$ cat src/rtl/legv8_instr_encoder.sv
// legv8_instr_encoder
//   Boot/bench program loader: takes symbolic LEGv8 instruction requests over
//   a valid/ready handshake, assembles 32-bit D, CB and R format machine
//   words and writes them to instruction memory at word-aligned,
//   auto-incrementing byte addresses.
//
//   Optional build macro: ENCODER_RANGE_CHECK_EN
//     defined   : a D-format immediate outside -256..255 makes the request illegal
//     undefined : a D-format immediate is truncated to imm[8:0]

module legv8_instr_encoder #(
    parameter int unsigned ADDR_W = 8
) (
    input  logic              clock,
    input  logic              reset_n,
    input  logic              base_load,
    input  logic [ADDR_W-1:0] base_addr,
    input  logic              req_valid,
    output logic              req_ready,
    input  logic [2:0]        req_op,
    input  logic [4:0]        req_rd,
    input  logic [4:0]        req_rn,
    input  logic [4:0]        req_rm,
    input  logic [18:0]       req_imm,
    output logic              mem_we,
    output logic [ADDR_W-1:0] mem_addr,
    output logic [31:0]       mem_wdata,
    output logic              full,
    output logic              err,
    output logic [ADDR_W-2:0] count
);

    // Request operation classes
    typedef enum logic [2:0] {
        OP_LDUR    = 3'b000,
        OP_STUR    = 3'b001,
        OP_CBZ     = 3'b010,
        OP_ADD     = 3'b011,
        OP_SUB     = 3'b100,
        OP_AND     = 3'b101,
        OP_ORR     = 3'b110,
        OP_ILLEGAL = 3'b111
    } req_op_t;

    // Loader control states
    typedef enum logic {
        ST_RUN  = 1'b0,
        ST_FULL = 1'b1
    } state_t;

    // Major opcode fields
    localparam logic [10:0] OPC_LDUR = 11'b11111000010;
    localparam logic [10:0] OPC_STUR = 11'b11111000000;
    localparam logic [7:0]  OPC_CBZ  = 8'b10110100;
    localparam logic [10:0] OPC_ADD  = 11'b10001011000;
    localparam logic [10:0] OPC_SUB  = 11'b11001011000;
    localparam logic [10:0] OPC_AND  = 11'b10001010000;
    localparam logic [10:0] OPC_ORR  = 11'b10101010000;

    // Highest word-aligned byte address; writing here exhausts the memory
    localparam logic [ADDR_W-1:0] LAST_PTR  = {{(ADDR_W-2){1'b1}}, 2'b00};
    localparam logic [ADDR_W-1:0] PTR_STEP  = ADDR_W'(4);
    localparam logic [ADDR_W-2:0] COUNT_ONE = (ADDR_W-1)'(1);

    state_t            state_q,     state_d;
    logic [ADDR_W-1:0] ptr_q,       ptr_d;
    logic              mem_we_q,    mem_we_d;
    logic [ADDR_W-1:0] mem_addr_q,  mem_addr_d;
    logic [31:0]       mem_wdata_q, mem_wdata_d;
    logic              err_q,       err_d;
    logic [ADDR_W-2:0] count_q,     count_d;

    req_op_t     op;
    logic [31:0] enc_word;
    logic        enc_legal;
    logic        is_dfmt;
    logic        accept;

    assign op = req_op_t'(req_op);

    // Handshake: base_load steals the cycle from any simultaneous request
    always_comb begin
        req_ready = (state_q == ST_RUN) && !base_load;
        accept    = req_valid && req_ready;
    end

    // Assemble the machine word; fields a format does not use are never read
    always_comb begin
        enc_word  = '0;
        enc_legal = 1'b1;
        is_dfmt   = 1'b0;
        case (op)
            OP_LDUR: begin
                enc_word = {OPC_LDUR, req_imm[8:0], 2'b00, req_rn, req_rd};
                is_dfmt  = 1'b1;
            end
            OP_STUR: begin
                enc_word = {OPC_STUR, req_imm[8:0], 2'b00, req_rn, req_rd};
                is_dfmt  = 1'b1;
            end
            OP_CBZ:  enc_word  = {OPC_CBZ, req_imm, req_rd};
            OP_ADD:  enc_word  = {OPC_ADD, req_rm, 6'b000000, req_rn, req_rd};
            OP_SUB:  enc_word  = {OPC_SUB, req_rm, 6'b000000, req_rn, req_rd};
            OP_AND:  enc_word  = {OPC_AND, req_rm, 6'b000000, req_rn, req_rd};
            OP_ORR:  enc_word  = {OPC_ORR, req_rm, 6'b000000, req_rn, req_rd};
            default: enc_legal = 1'b0;
        endcase
`ifdef ENCODER_RANGE_CHECK_EN
        // DT_address is 9-bit signed: imm[18:8] must all match the sign bit
        if (is_dfmt && !((&req_imm[18:8]) || !(|req_imm[18:8]))) begin
            enc_legal = 1'b0;
        end
`endif
    end

    // Next-state: pointer, strobe, sticky error, word count and FSM
    always_comb begin
        state_d     = state_q;
        ptr_d       = ptr_q;
        mem_we_d    = 1'b0;
        mem_addr_d  = mem_addr_q;
        mem_wdata_d = mem_wdata_q;
        err_d       = err_q;
        count_d     = count_q;

        if (base_load) begin
            // A strobe already registered from the previous accept still
            // goes out this cycle; only the pointer bookkeeping restarts.
            ptr_d   = {base_addr[ADDR_W-1:2], 2'b00};
            state_d = ST_RUN;
            err_d   = 1'b0;
            count_d = '0;
        end else if (accept) begin
            if (enc_legal) begin
                mem_we_d    = 1'b1;
                mem_addr_d  = ptr_q;
                mem_wdata_d = enc_word;
                ptr_d       = ptr_q + PTR_STEP;
                if (count_q != '1) begin
                    count_d = count_q + COUNT_ONE;
                end
                if (ptr_q == LAST_PTR) begin
                    state_d = ST_FULL;
                end
            end else begin
                err_d = 1'b1;
            end
        end
    end

    // State and registered outputs
    always_ff @(posedge clock or negedge reset_n) begin
        if (!reset_n) begin
            state_q     <= ST_RUN;
            ptr_q       <= '0;
            mem_we_q    <= 1'b0;
            mem_addr_q  <= '0;
            mem_wdata_q <= '0;
            err_q       <= 1'b0;
            count_q     <= '0;
        end else begin
            state_q     <= state_d;
            ptr_q       <= ptr_d;
            mem_we_q    <= mem_we_d;
            mem_addr_q  <= mem_addr_d;
            mem_wdata_q <= mem_wdata_d;
            err_q       <= err_d;
            count_q     <= count_d;
        end
    end

    assign mem_we    = mem_we_q;
    assign mem_addr  = mem_addr_q;
    assign mem_wdata = mem_wdata_q;
    assign full      = (state_q == ST_FULL);
    assign err       = err_q;
    assign count     = count_q;

endmodule

$ cat config.mk
export PLATFORM = sky130hd
export DESIGN_NAME = legv8_instr_encoder
export DESIGN_NICKNAME = d
export VERILOG_FILES = /design/src/rtl/legv8_instr_encoder.sv
export SDC_FILE = /design/constraint.sdc
export NUM_CORES = 1
export LEC_CHECK = 0
export BUFFER_PORTS_ARGS = -buffer_cell sky130_fd_sc_hd__buf_2
export CORE_MARGIN = 8
export CORE_UTILIZATION = 25
export DETAILED_ROUTE_END_ITERATION = 12
export SYNTH_ARGS = -nofsm -noshare
export SYNTH_HDL_FRONTEND = slang
export SYNTH_SLANG_ARGS = --single-unit
$ cat constraint.sdc
create_clock -name clock -period 2.41 [get_ports clock]
set_input_delay 0 -clock clock [delete_from_list [all_inputs] [get_ports clock]]
set_output_delay 0 -clock clock [all_outputs]
set_load 0.02 [all_outputs]
# Word-level counts from Yosys, hierarchy flattened
# Cells that the tools add are included.
# classes
n_addsub	2
n_bitwise	2
reduce_logical	14
n_eq_ne	9
muxes	19
# op_table
operator	n
$pmux 32 s7	1
$mux 7	4
$mux 8	3
$mux 1	11
$eq 3x3->1 const B	3
$reduce_and 3->1	3
$add 8x3->8 const B	1
$eq 8x8->1 const B	1
$reduce_bool 2->1	4
$add 7x1->7 const B	1
$ne 7x7->1 const B	1
$reduce_or 7->1	1
$eq 3x2->1 const B	2
$reduce_and 2->1	2
$eq 3x1->1 const B	1
$logic_not 3->1	1
$logic_and 1x1->1	2
$ne 2x2->1 const B	1
$not 1->1	2
$logic_not 1->1	1
# word_totals
out_inout_bits	51
register_bits	58
word_cells	53
in_bits	49

# Depth between registers and ports, before layout
# Gate-level depths: netlist of the first run.
# depth
depth_word	6
mapped_depth	8

# Least setup slack after synthesis of the first run
# Ideal clock, no wire load.
# synth_timing
path_kind	register -> register
start	register state_q (netlist: full)
end	register count_q[5] (netlist: count[5])
n_path_buf	1
arrival_time_ns	1.927
path_stages_with_launch	6
t_required_ns	2.332
setup_slack_ns	0.405
path_cell_list	dfrtp_1 -> or3b_1 -> buf_2 -> a211o_4 -> or4_1 -> a21oi_1
# synth_between
elab_chain_cells	5
# synth_lines
item	line	source
start: declaration	65	state_t state_q, state_d;
start signal: assignment	162	state_q <= state_d;
$not 1->1	83	req_ready = (state_q == ST_RUN) && !base_load;
$logic_and 1x1->1	83	
$logic_and 1x1->1	84	accept = req_valid && req_ready;
$reduce_bool 2->1 (no source line)	n/a	
$reduce_and 3->1 (no source line)	n/a	
end signal: assignment	168	count_q <= count_d;
end: declaration	71	logic [ADDR_W-2:0] count_q, count_d;
# Every way passes these cells.
# A chain may end at the register's enable or synchronous reset.

# Worst setup path after layout of the first run
# layout_timing
start	register state_q (netlist: full)
end	register mem_wdata_q[18] (netlist: mem_wdata[18])
# layout_between
elab_chain_cells	4
# layout_lines
item	line	source
$not 1->1	83	
$logic_and 1x1->1	83	
$logic_and 1x1->1	84	
$reduce_and 3->1 (no source line)	n/a	
end signal: assignment	166	mem_wdata_q <= mem_wdata_d;
end: declaration	69	logic [31:0] mem_wdata_q, mem_wdata_d;
# Every way passes these cells.

==> implementation parameters, run 1 <==
Parameter                              Value

Place
  I/O Buffers    95
  Total half-perimeter wirelength after legalization and detailed placement    ~5400 microns
  Placer's final routability congestion estimate    0.7225

Global routing
  Total gr overflow    0
  Maximum number of pins on one net before global-route repair    43
  Total routing resource utilization after global routing    0.1128
  First-pass GRT wire length    12160 microns
  Initial antenna violation count    0
  Via count of the first global-routing pass    2414

Final layout
  Count of nets after finishing    418
  Layout cells sized above 1    0.2997
  Sequential cell area    around 1400 sq um
  Synth-to-Final Area Change    37.44%
  N_diodes    0
  Layout filler cell count    between 1000 and 1500
  Multi-input gate area in the final layout    around 1100 sq um
  Final core occ    0.3524

Die
  Height of the die    roughly 120 microns
  Placeable core region    ~10000 sq um
  Number of top-level design ports    100
  Number of core rows    36
  Die area    around 13000 sq um
  Horizontal extent of the die    roughly 120 microns
  Starting utilization of the core area    0.2564

Synthesis
  Cell area after technology mapping    around 2500 sq um
  Yosys warning total    0
  Synthesized area per cell    9.906 sq um
  Cell taking the most area after synthesis    sky130_fd_sc_hd__dfrtp_1
  Share of synthesized area occupied by flip-flops and latches    0.5392
  Number of synthesized flops with an enable pin    0
  Share of flip-flops with an asynchronous set or reset    1.000
  Dominant synthesized flop cell    sky130_fd_sc_hd__dfrtp_1
  Synth cell types    45
  Register bit count reported by yosys    54
  Main area contributors after synthesis    sky130_fd_sc_hd__dfrtp_1, sky130_fd_sc_hd__nand2_1, sky130_fd_sc_hd__mux2i_1
  Post-synth top area share    0.5392
  Number of instances in the synthesized netlist    253

Drt
  Number of DRC markers in iteration 0    79
  Overall via count from detail_route    2261
  Detailed-route DRC error count    0
  Total detailed-routing wirelength    approximately 7400 microns
  Count of nets left with antenna violations after detail routing    0
  Vias per cell    ~4.5
  Wire length per cell    approximately 15 microns
  Number of detailed-routing iterations run before antenna repair    4

Clock network
  Hold bufs inserted after CTS    22
  Total number of H-tree levels    2
  Number of sinks handled by clock tree synthesis    54
  Clock slew seen by the registers of the worst setup and hold paths    about 0.10 ns
  Count of buffers added by post-CTS timing repair for setup    0
  # resized after CTS    0
  Number of buffers on the longest clock path    2
  Clock buffers created by TritonCTS    5
  Worst skew pair latency    around 0.30 ns
  CTS tree    done
  CTS root buffer    sky130_fd_sc_hd__clkbuf_8

Power and ir drop
  Power after layout    ~2.3 mW
  P per Cell Area    approximately 650 nW/um^2
  Peak VDD IR    roughly 0.25 mV
  Leakage    ~1.8 nW

Timing
  Hold Fails Final Rpt    0
  Post-route fraction of the period consumed by the critical path    0.8828
  Worst slew margin    0.3491
  Worst setup skew after layout    between 0.008 and 0.009 ns
  Final setup viols    0
  Clock period minus final worst setup slack    between 2 and 2.5 ns
  Unrepaired setup endpoints after global routing    false
  Highest achievable clock rate    around 0.47 GHz
  Transition at the pin with the smallest max-transition slack    between 0.9 and 1 ns
  Total negative setup slack    0 ns
  Final count of pins violating max slew    0

Setup path
  Data arrival time of the critical path    2.38 ns
  Crit path max-delay cell type    sky130_fd_sc_hd__dlygate4sd3_1
  Path type of the worst setup path    reg -> reg
  Timing endpoint of the critical path    mem_wdata[18]
  Depth of the most critical reg-to-reg path    6
  Kind of launch point of the worst setup path    flop
  Worst setup path startpoint    full
  Setup slack of the most critical reg-to-reg path    0.28 ns
  Required time worst endpoint    roughly 2.7 ns
  Cell type group with the largest total delay on the critical path    buffers and inverters
  Bufs and invs on worst path    2
  Ordered cell list for the critical path    or3b_1, nor4_1, buf_4, a22oi_1, o21ai_0, dlygate4sd3_1
  CP max stage delay    around 0.56 ns
  Reg-to-Reg End    mem_wdata[18]
  Maximum fanout along the worst path    7
  Crit. End Element    flop
  Stages on the worst setup path    6
  Startpoint of the worst register-to-register path    full

Worst hold path
  Worst hold-check path type    in -> reg

Outcome
  Result of the run    finished clean

Run
  Max-cap violations    0
[area by class of cell]
cell class / count / area share
flip-flops and latches: 54 / 0.3923
well taps: 133 / 0.04831
clock inverters: 2 / 0.01090
multi-input cells: 177 / 0.3069
repair buffers: 123 / 0.2150
inverters: 5 / 0.005449
clock buffers: 6 / 0.02107
[power breakdown]
group          switching (mW)  leakage (nW)  total, mW  internal, mW
clock                   0.298        0.0514      0.609         0.311
sequential             0.0712         0.684       1.09          1.02
combinational           0.338          1.04      0.555         0.217
total                   0.707          1.77       2.25          1.54
[tightest hold or removal path: stages]
cell and delay, ns:
sky130_fd_sc_hd__buf_2 0.09, sky130_fd_sc_hd__a32oi_1 0.05, sky130_fd_sc_hd__o21ai_0 0.14
[cells in the mapped netlist (6+ instances only)]
cell / n
sky130_fd_sc_hd__o21ai_0: 14
sky130_fd_sc_hd__dfrtp_1: 54
sky130_fd_sc_hd__clkbuf_1: 11
sky130_fd_sc_hd__and3_1: 6
sky130_fd_sc_hd__nand2_1: 54
sky130_fd_sc_hd__a21o_1: 8
sky130_fd_sc_hd__nor2_1: 13
sky130_fd_sc_hd__a21oi_1: 9
sky130_fd_sc_hd__mux2i_1: 8
[kinds of logic (layout without fill, tap and decap cells)]
| group | after synthesis | after routing | share of synthesized area |
|---|---|---|---|
| XOR/XNOR | 2 | 2 | 0.006991 |
| AO/OA/AOI/OAI | 70 | 70 | 0.2022 |
| multiplexers | 8 | 8 | 0.03195 |
| AND/OR/NAND/NOR | 92 | 92 | 0.1618 |
| other | 1 | 2 | 0.001496 |
| buffers and inverters | 23 | 136 | 0.04143 |
| flip-flops | 54 | 54 | 0.5392 |
| adder cells (fa/ha/maj) | 3 | 3 | 0.01498 |
[cell usage in the layout (no fill, tap or decap), types with 6 or more instances in the layout]
master and n:
sky130_fd_sc_hd__a21o_1 8, sky130_fd_sc_hd__a21oi_1 9, sky130_fd_sc_hd__and3_1 6, sky130_fd_sc_hd__buf_2 95, sky130_fd_sc_hd__buf_4 6, sky130_fd_sc_hd__dfrtp_1 54, sky130_fd_sc_hd__dlygate4sd3_1 22, sky130_fd_sc_hd__mux2i_1 8
sky130_fd_sc_hd__nand2_1 53, sky130_fd_sc_hd__nor2_1 13, sky130_fd_sc_hd__o21ai_0 14
[metrics by stage]
| stage | area, sq um | hold WS, ns | cells | setup slack, ns |
|---|---|---|---|---|
| 6_report | 3445 | 0.01370 | 500 | 0.2824 |
| 5_1_grt | 3445 | 0.009654 | 500 | 0.1172 |
| 4_1_cts | 3445 | 0.004634 | 500 | 0.2968 |
| 3_5_place_dp | 3114 | 0.1969 | 470 | 0.4090 |
| 3_3_place_gp | 3114 | 0.1898 | 470 | 0.4325 |
| 2_1_floorplan | 2510 | -0.2956 | 254 | 0.4050 |
[how the worst min path moves through the flow]
stage | startpoint | to | slack (ns) | depth (start not counted)
finish | req_imm[0] | mem_wdata[12] | 0.01 | 3
global route | req_rn[3] | mem_wdata[8] | 0.01 | 3
CTS | req_rn[0] | mem_wdata[5] | 0.005 | 3
detailed placement | req_rd[3] | mem_wdata[3] | 0.20 | 3
global placement | req_rd[3] | mem_wdata[3] | 0.19 | 3
floorplan | reset_n | count[0] | -0.30 | 0
[sequential cells by signal (all words and copies together), names as in the netlist]
register,cells
count,7
err,1
full,1
mem_addr,6
mem_wdata,32
mem_we,1
ptr_q,6
[routing by layer]
metal | global-route usage | wire length [microns] | vias to the layer above
met3 | 0.03309 | 504 | 5
li1 | - | - | 1127
met2 | 0.1819 | 3440 | 75
met4 | 0.02506 | 53 | 0
met5 | 0 | 0 | -
met1 | 0.1458 | 3443 | 1054
(Power assumes the default switching activity.)
==> inputs of run 2 (changes only) <==
==> constraint.sdc (replaced) <==
create_clock -name clock -period 1.72 [get_ports clock]
set_input_delay 0 -clock clock [delete_from_list [all_inputs] [get_ports clock]]
set_output_delay 0 -clock clock [all_outputs]
set_load 0.02 [all_outputs]
==> run 2 against run 1 <==
Against the previous run:
- the flow now finishes with violations (negative setup slack)
- sequential share of layout area shrank 2.5 points
- clock skew is essentially flat
- flip-flop and latch count is the same
- critical path type unchanged
- highest routed layer unchanged
==> implementation parameters, run 2 (synthesized netlist as in run 1, its figures left out) <==
Parameter                              Value

Global routing
  Total gr overflow    0 (unchanged)
  First-pass GRT wire length    12770 microns (+5.0%)
  Total routing resource utilization after global routing    0.1171 (+0.004252)
  Maximum number of pins on one net before global-route repair    55 (+28%)
  Via count of the first global-routing pass    2500 (+3.6%)
  Initial antenna violation count    0 (unchanged)

Place
  Instance area after placement    3236 sq um (+3.9%)
  Worst setup timing slack at the placement stage    -0.07095 ns (-0.4799 ns)
  I/O Buffers    95 (unchanged)
  Placer's final routability congestion estimate    0.7719 (+6.8%)
  Total half-perimeter wirelength after legalization and detailed placement    5645 microns (+4.7%)

Drt
  Sum of met3 wire segment lengths after detailed routing    527 microns (+4.6%)
  Number of DRC markers in iteration 0    90 (+14%)
  Number of detailed-routing iterations run before antenna repair    4 (unchanged)
  Total detailed-routing wirelength    7826 microns (+5.2%)
  Wire length on met2    3794 microns (+10%)
  Wire length per cell    14.99 microns (+0.74%)
  Vias per cell    4.550 (+0.61%)
  Count of nets left with antenna violations after detail routing    0 (unchanged)
  Detailed-route DRC error count    0 (unchanged)
  Met1 wire length    3487 microns (+1.3%)
  Overall via count from detail_route    2375 (+5.0%)
  Top Layer Used    met4

Timing
  Highest achievable clock rate    0.5699 GHz (+21%)
  Worst setup skew after layout    0.008391 ns (-0.0004845 ns)
  Post-route fraction of the period consumed by the critical path    1.020 (+0.1373)
  Final setup viols    1 (+1)
  Final critical-path setup slack    -0.03472 ns (-0.3171 ns)
  Unrepaired setup endpoints after global routing    true
  Hold Fails Final Rpt    0 (unchanged)
  Transition at the pin with the smallest max-transition slack    0.7155 ns (-0.2608 ns)
  Final hold slack    0.006953 ns (-0.006743 ns)
  Final count of pins violating max slew    0 (unchanged)
  Worst slew margin    0.5230 (+0.1739)
  Clock period minus final worst setup slack    1.755 ns (-0.3729 ns)

Clock network
  Clock buffers created by TritonCTS    5 (unchanged)
  CTS tree    done
  Clock slew seen by the registers of the worst setup and hold paths    0.11 ns (about the same)
  Number of buffers on the longest clock path    2 (unchanged)
  Worst skew pair latency    0.30 ns (about the same)
  Number of sinks handled by clock tree synthesis    54 (unchanged)
  Total number of H-tree levels    2 (unchanged)
  CTS root buffer    sky130_fd_sc_hd__clkbuf_8

Setup path
  Path type of the worst setup path    reg -> reg
  Required time worst endpoint    1.96 ns (-0.70 ns)
  Kind of launch point of the worst setup path    flop
  Data arrival time of the critical path    1.99 ns (-0.39 ns)
  Crit. End Element    flop
  Maximum fanout along the worst path    2 (-5)

Final layout
  Most common library cell in the layout ignoring fill and taps    sky130_fd_sc_hd__buf_2
  Synth-to-Final Area Change    47.23%
  Layout cells sized above 1    0.3522 (+0.05246)
  Commonest non-fill, non-tap cells in the layout    sky130_fd_sc_hd__buf_2, sky130_fd_sc_hd__nand2_1, sky130_fd_sc_hd__dfrtp_1
  Layout filler cell count    1035 (-2.4%)
  Max FFs per register    32 (unchanged)
  Count of nets after finishing    440 (+5.3%)
  N_diodes    0 (unchanged)
  Total non-filler cell area in the finished layout    3690 sq um (+7.1%)

Worst hold path
  Worst hold-check path type    in -> reg

Die
  Height of the die    116.1 microns (unchanged)
  Placeable core region    9774 sq um (unchanged)
  Number of top-level design ports    100 (unchanged)
  Number of core rows    36 (unchanged)
  Die area    13480 sq um (unchanged)
  Starting utilization of the core area    0.2564 (unchanged)
  Horizontal extent of the die    116.1 microns (unchanged)

Power and ir drop
  P per Cell Area    873.9 nW/um^2 (+34%)
  Peak VDD IR    0.4318 mV (+73%)
  Leakage    1.884 nW (+6.3%)

Outcome
  Violated checks    negative setup slack
  Result of the run    finished, violations left

Run
  Max-cap violations    0 (unchanged)
-- run 2: cell count changes in the layout (fill, tap and decap cells not counted), sizes merged --
cell	previous run	this run
clkbuf	6	5
clkinvlp	1	0
buf	101	116
clkinv	1	2
inv	4	5
dlygate4sd3	22	29
-- run 2: stage by stage --
| step | total power [mW] | setup TNS (ns) | util | cells |
|---|---|---|---|---|
| final | 3.224 | -0.03472 | 0.3775 | 522 |
| after global placement | 2.310 | -0.04999 | 0.3310 | 484 |
| after CTS | 3.285 | -0.05627 | 0.3751 | 522 |
| after detailed placement | 2.325 | -0.07223 | 0.3310 | 484 |
| after floorplan | 1.982 | -1.367 | - | 254 |
| after global routing | 3.423 | -0.07512 | 0.3775 | 522 |
-- run 2: path summary, 6_finish.rpt --
kind / start / to / slack, ns / cells past startpoint
setup / recovery: count[0] / count[5] / -0.03 / 5
hold / removal: req_imm[2] / mem_wdata[14] / 0.007 / 3
setup reg to reg: count[0] / count[5] / -0.03 / 5
hold reg to reg: mem_addr[3] / mem_addr[3] / 0.48 / 2
max in group asynchronous: reset_n / count[0] / 0.85 / 3
min in group asynchronous: reset_n / ptr_q[3] / 0.37 / 3
-- run 2: per-layer routing --
metal  vias to the layer above  global-route usage
li1                       1167                   -
met2                        82              0.1946
met4                         0             0.01901
met1                      1124              0.1511
met3                         2             0.03102
met5                         -                   0
-- run 2: critical path, stage by stage (launching register included) --
cell                      delay (ns)
sky130_fd_sc_hd__dfrtp_2        0.44
sky130_fd_sc_hd__ha_4           0.16
sky130_fd_sc_hd__and3_4         0.17
sky130_fd_sc_hd__a211o_4        0.32
sky130_fd_sc_hd__or4_4          0.48
sky130_fd_sc_hd__a21oi_2        0.12
-- run 2: layout make-up --
cell class / instances / area [sq um] / share of cell area
multi-input cells: 177 / 1094 / 0.2964
flip-flops and latches: 54 / 1355 / 0.3672
clock buffers: 5 / 68.82 / 0.01865
well taps: 133 / 166.4 / 0.04510
clock inverters: 3 / 43.79 / 0.01187
repair buffers: 145 / 943.4 / 0.2557
inverters: 5 / 18.77 / 0.005086
-- run 2: where the power goes --
| part | total [mW] | switching [mW] | internal (mW) |
|---|---|---|---|
| clock network | 0.875 | 0.438 | 0.438 |
| registers | 1.52 | 0.0986 | 1.42 |
| logic | 0.826 | 0.486 | 0.340 |
| total | 3.22 | 1.02 | 2.20 |
-- run 2: repair_timing --
action                                  4_1_cts  5_1_grt
pin swaps                                     1        2
endpoints found under the hold margin        79        0
buffers inserted                              1        0
endpoints found under the setup margin        2       13
gates resized for setup                       4        8
hold buffers                                 29        0
==> inputs of run 3 (changes only) <==
--- a/config.mk
+++ b/config.mk
@@ -6,9 +6,13 @@
 export NUM_CORES = 1
 export LEC_CHECK = 0
 export BUFFER_PORTS_ARGS = -buffer_cell sky130_fd_sc_hd__buf_2
+export CELL_PAD_IN_SITES_DETAIL_PLACEMENT = 0
+export CELL_PAD_IN_SITES_GLOBAL_PLACEMENT = 1
 export CORE_MARGIN = 8
-export CORE_UTILIZATION = 25
+export CORE_UTILIZATION = 32
 export DETAILED_ROUTE_END_ITERATION = 12
+export HOLD_SLACK_MARGIN = 0.06
+export PLACE_DENSITY_LB_ADDON = 0.1
 export SYNTH_ARGS = -nofsm -noshare
 export SYNTH_HDL_FRONTEND = slang
 export SYNTH_SLANG_ARGS = --single-unit
==> run 3 against run 2 <==
Against the previous run:
- the run still ends with negative setup slack left
- flip-flop and latch count unchanged
- global-route usage is 2.3 points higher
- total power shrank 2.7%
- first-iteration DRC count shrank 16%
- maximum frequency about the same
- non-clock buffer count rose by 15
- register-to-register slack is essentially flat
- setup slack worse by 0.00098 ns
- final cell count shrank 2.9%
- critical endpoint unchanged
- largest cell class unchanged
- largest power group unchanged
==> implementation parameters, run 3 (synthesized netlist as in run 1, its figures left out) <==
Parameter                              Value

Outcome
  Result of the run    finished, violations left
  Violated checks    negative setup slack

Final layout
  Most common library cell in the layout ignoring fill and taps    sky130_fd_sc_hd__buf_2
  Max FFs per register    32 (unchanged)
  Count of nets after finishing    456 (+3.6%)
  N_diodes    0 (unchanged)
  Synth-to-Final Area Change    51.12%
  Layout cells sized above 1    0.3605 (+0.008309)
  Commonest non-fill, non-tap cells in the layout    sky130_fd_sc_hd__buf_2, sky130_fd_sc_hd__nand2_1, sky130_fd_sc_hd__dfrtp_1
  Non-filler cells in the finished layout    507 (-2.9%)

Timing
  Final setup viols    1 (unchanged)
  Worst setup skew after layout    0.003690 ns (-0.004701 ns)
  Hold Fails Final Rpt    0 (unchanged)
  Final critical-path setup slack    -0.03570 ns (-0.0009796 ns)
  Worst slew margin    0.6500 (+0.1270)
  Highest achievable clock rate    0.5696 GHz (about the same)
  Post-route fraction of the period consumed by the critical path    1.021 (about the same)
  Total negative setup slack    -0.03570 ns (-0.0009796 ns)
  Transition at the pin with the smallest max-transition slack    0.5250 ns (-0.1904 ns)
  Final count of pins violating max slew    0 (unchanged)
  Clock period minus final worst setup slack    1.756 ns (+0.0009796 ns)
  Unrepaired setup endpoints after global routing    true

Die
  Number of core rows    32 (-11%)
  Die area    10920 sq um (-19%)
  Placeable core region    7647 sq um (-22%)
  Number of top-level design ports    100 (unchanged)
  Horizontal extent of the die    104.5 microns (-10%)
  Starting utilization of the core area    0.3277 (+0.07132)
  Height of the die    104.5 microns (-10%)

Setup path
  Crit. End Element    flop
  Kind of launch point of the worst setup path    flop
  Data arrival time of the critical path    2.00 ns (about the same)
  Depth of the most critical reg-to-reg path    5 (unchanged)
  Maximum fanout along the worst path    2 (unchanged)
  Path type of the worst setup path    reg -> reg
  Required time worst endpoint    1.96 ns (about the same)

Drt
  Overall via count from detail_route    2407 (+1.3%)
  Wire length per cell    15.23 microns (+1.6%)
  Count of nets left with antenna violations after detail routing    0 (unchanged)
  Number of detailed-routing iterations run before antenna repair    4 (unchanged)
  Total detailed-routing wirelength    7722 microns (-1.3%)
  Number of DRC markers in iteration 0    76 (-16%)
  Detailed-route DRC error count    0 (unchanged)
  Vias per cell    4.748 (+4.3%)

Clock network
  Number of sinks handled by clock tree synthesis    54 (unchanged)
  Clock buffers created by TritonCTS    5 (unchanged)
  CTS root buffer    sky130_fd_sc_hd__clkbuf_8
  CTS tree    done
  Number of buffers on the longest clock path    2 (unchanged)
  Worst skew pair latency    0.30 ns (about the same)
  Total number of H-tree levels    2 (unchanged)
  Clock slew seen by the registers of the worst setup and hold paths    0.10 ns (about the same)

Run
  Max-cap violations    0 (unchanged)

Global routing
  Met3 track utilization from global routing    0.04647 (+0.01544)
  Met2 Usage GRT    0.2245 (+0.02989)
  Via count of the first global-routing pass    2586 (+3.4%)
  Total gr overflow    0 (unchanged)
  Initial antenna violation count    0 (unchanged)
  Total routing resource utilization after global routing    0.1401 (+0.02303)
  GR peak layer    met2
  Global routing met1 resource utilization    0.1790 (+0.02797)
  Maximum number of pins on one net before global-route repair    35 (-36%)
  First-pass GRT wire length    12870 microns (+0.76%)

Worst hold path
  Worst hold-check path type    in -> reg
  Number of stages on the worst hold path    3 (unchanged)

Power and ir drop
  Peak VDD IR    0.3728 mV (-14%)
  Leakage    1.934 nW (+2.6%)
  P per Cell Area    828.1 nW/um^2 (-5.2%)

Place
  Placer's final routability congestion estimate    0.7764 (+0.58%)
  Total placed cells including tap cells    457 (-5.6%)
  Worst setup timing slack at the placement stage    -0.06064 ns (+0.01031 ns)
  Total half-perimeter wirelength after legalization and detailed placement    5510 microns (-2.4%)
  I/O Buffers    95 (unchanged)
-- run 3: per-layer routing --
layer / share of wire / vias to the layer above
met5: 0 / -
met4: 0.0040 / 0
met3: 0.066 / 4
met2: 0.47 / 61
met1: 0.46 / 1144
li1: - / 1198
-- run 3: critical path, cell delays in order, from the launching register on --
cell and delay, ns:
sky130_fd_sc_hd__dfrtp_2 0.44, sky130_fd_sc_hd__ha_4 0.16, sky130_fd_sc_hd__and3_4 0.17, sky130_fd_sc_hd__a211o_4 0.31, sky130_fd_sc_hd__or4_4 0.48, sky130_fd_sc_hd__a21oi_2 0.12
-- run 3: worst paths after layout --
path,end,start,slack (ns)
max in group asynchronous,full,reset_n,0.95
min in group asynchronous,mem_wdata[26],reset_n,0.20
max reg2reg,count[5],count[0],-0.04
max,count[5],count[0],-0.04
min,mem_wdata[12],req_imm[7],0.07
min reg2reg,mem_addr[7],mem_addr[7],0.47
-- run 3: layout make-up --
type	instances	area, sq um
fillers	772	3860
flip-flops and latches	54	1355
multi-input cells	177	1106
repair buffers	160	1076
well taps	102	127.6
clock buffers	6	82.58
inverters	5	22.52
clock inverters	2	12.51
repair inverters	1	5.005
-- run 3: report_power, final --
group	leakage, nW	internal [mW]	switching [mW]	total, mW
logic	1.21	0.368	0.489	0.857
clock network	0.0472	0.325	0.429	0.754
registers	0.679	1.42	0.101	1.52
-- run 3: metrics by stage --
stage	area, sq um	total power [mW]	hold slack [ns]	util
floorplan	2520	1.982	-0.2956	-
global placement	3227	2.319	0.01361	0.4220
detailed placement	3227	2.325	0.01421	0.4220
CTS	3716	3.170	0.06672	0.4859
global route	3787	3.324	0.08762	0.4953
finish	3787	3.136	0.07260	0.4953
-- run 3: timing repair --
action,CTS,global route
pin swaps,1,1
hold buffers,37,0
hold endpoints to repair,53,0
buffers inserted,0,4
resized for setup,5,10
gates cloned,0,1
setup endpoints to repair,10,27
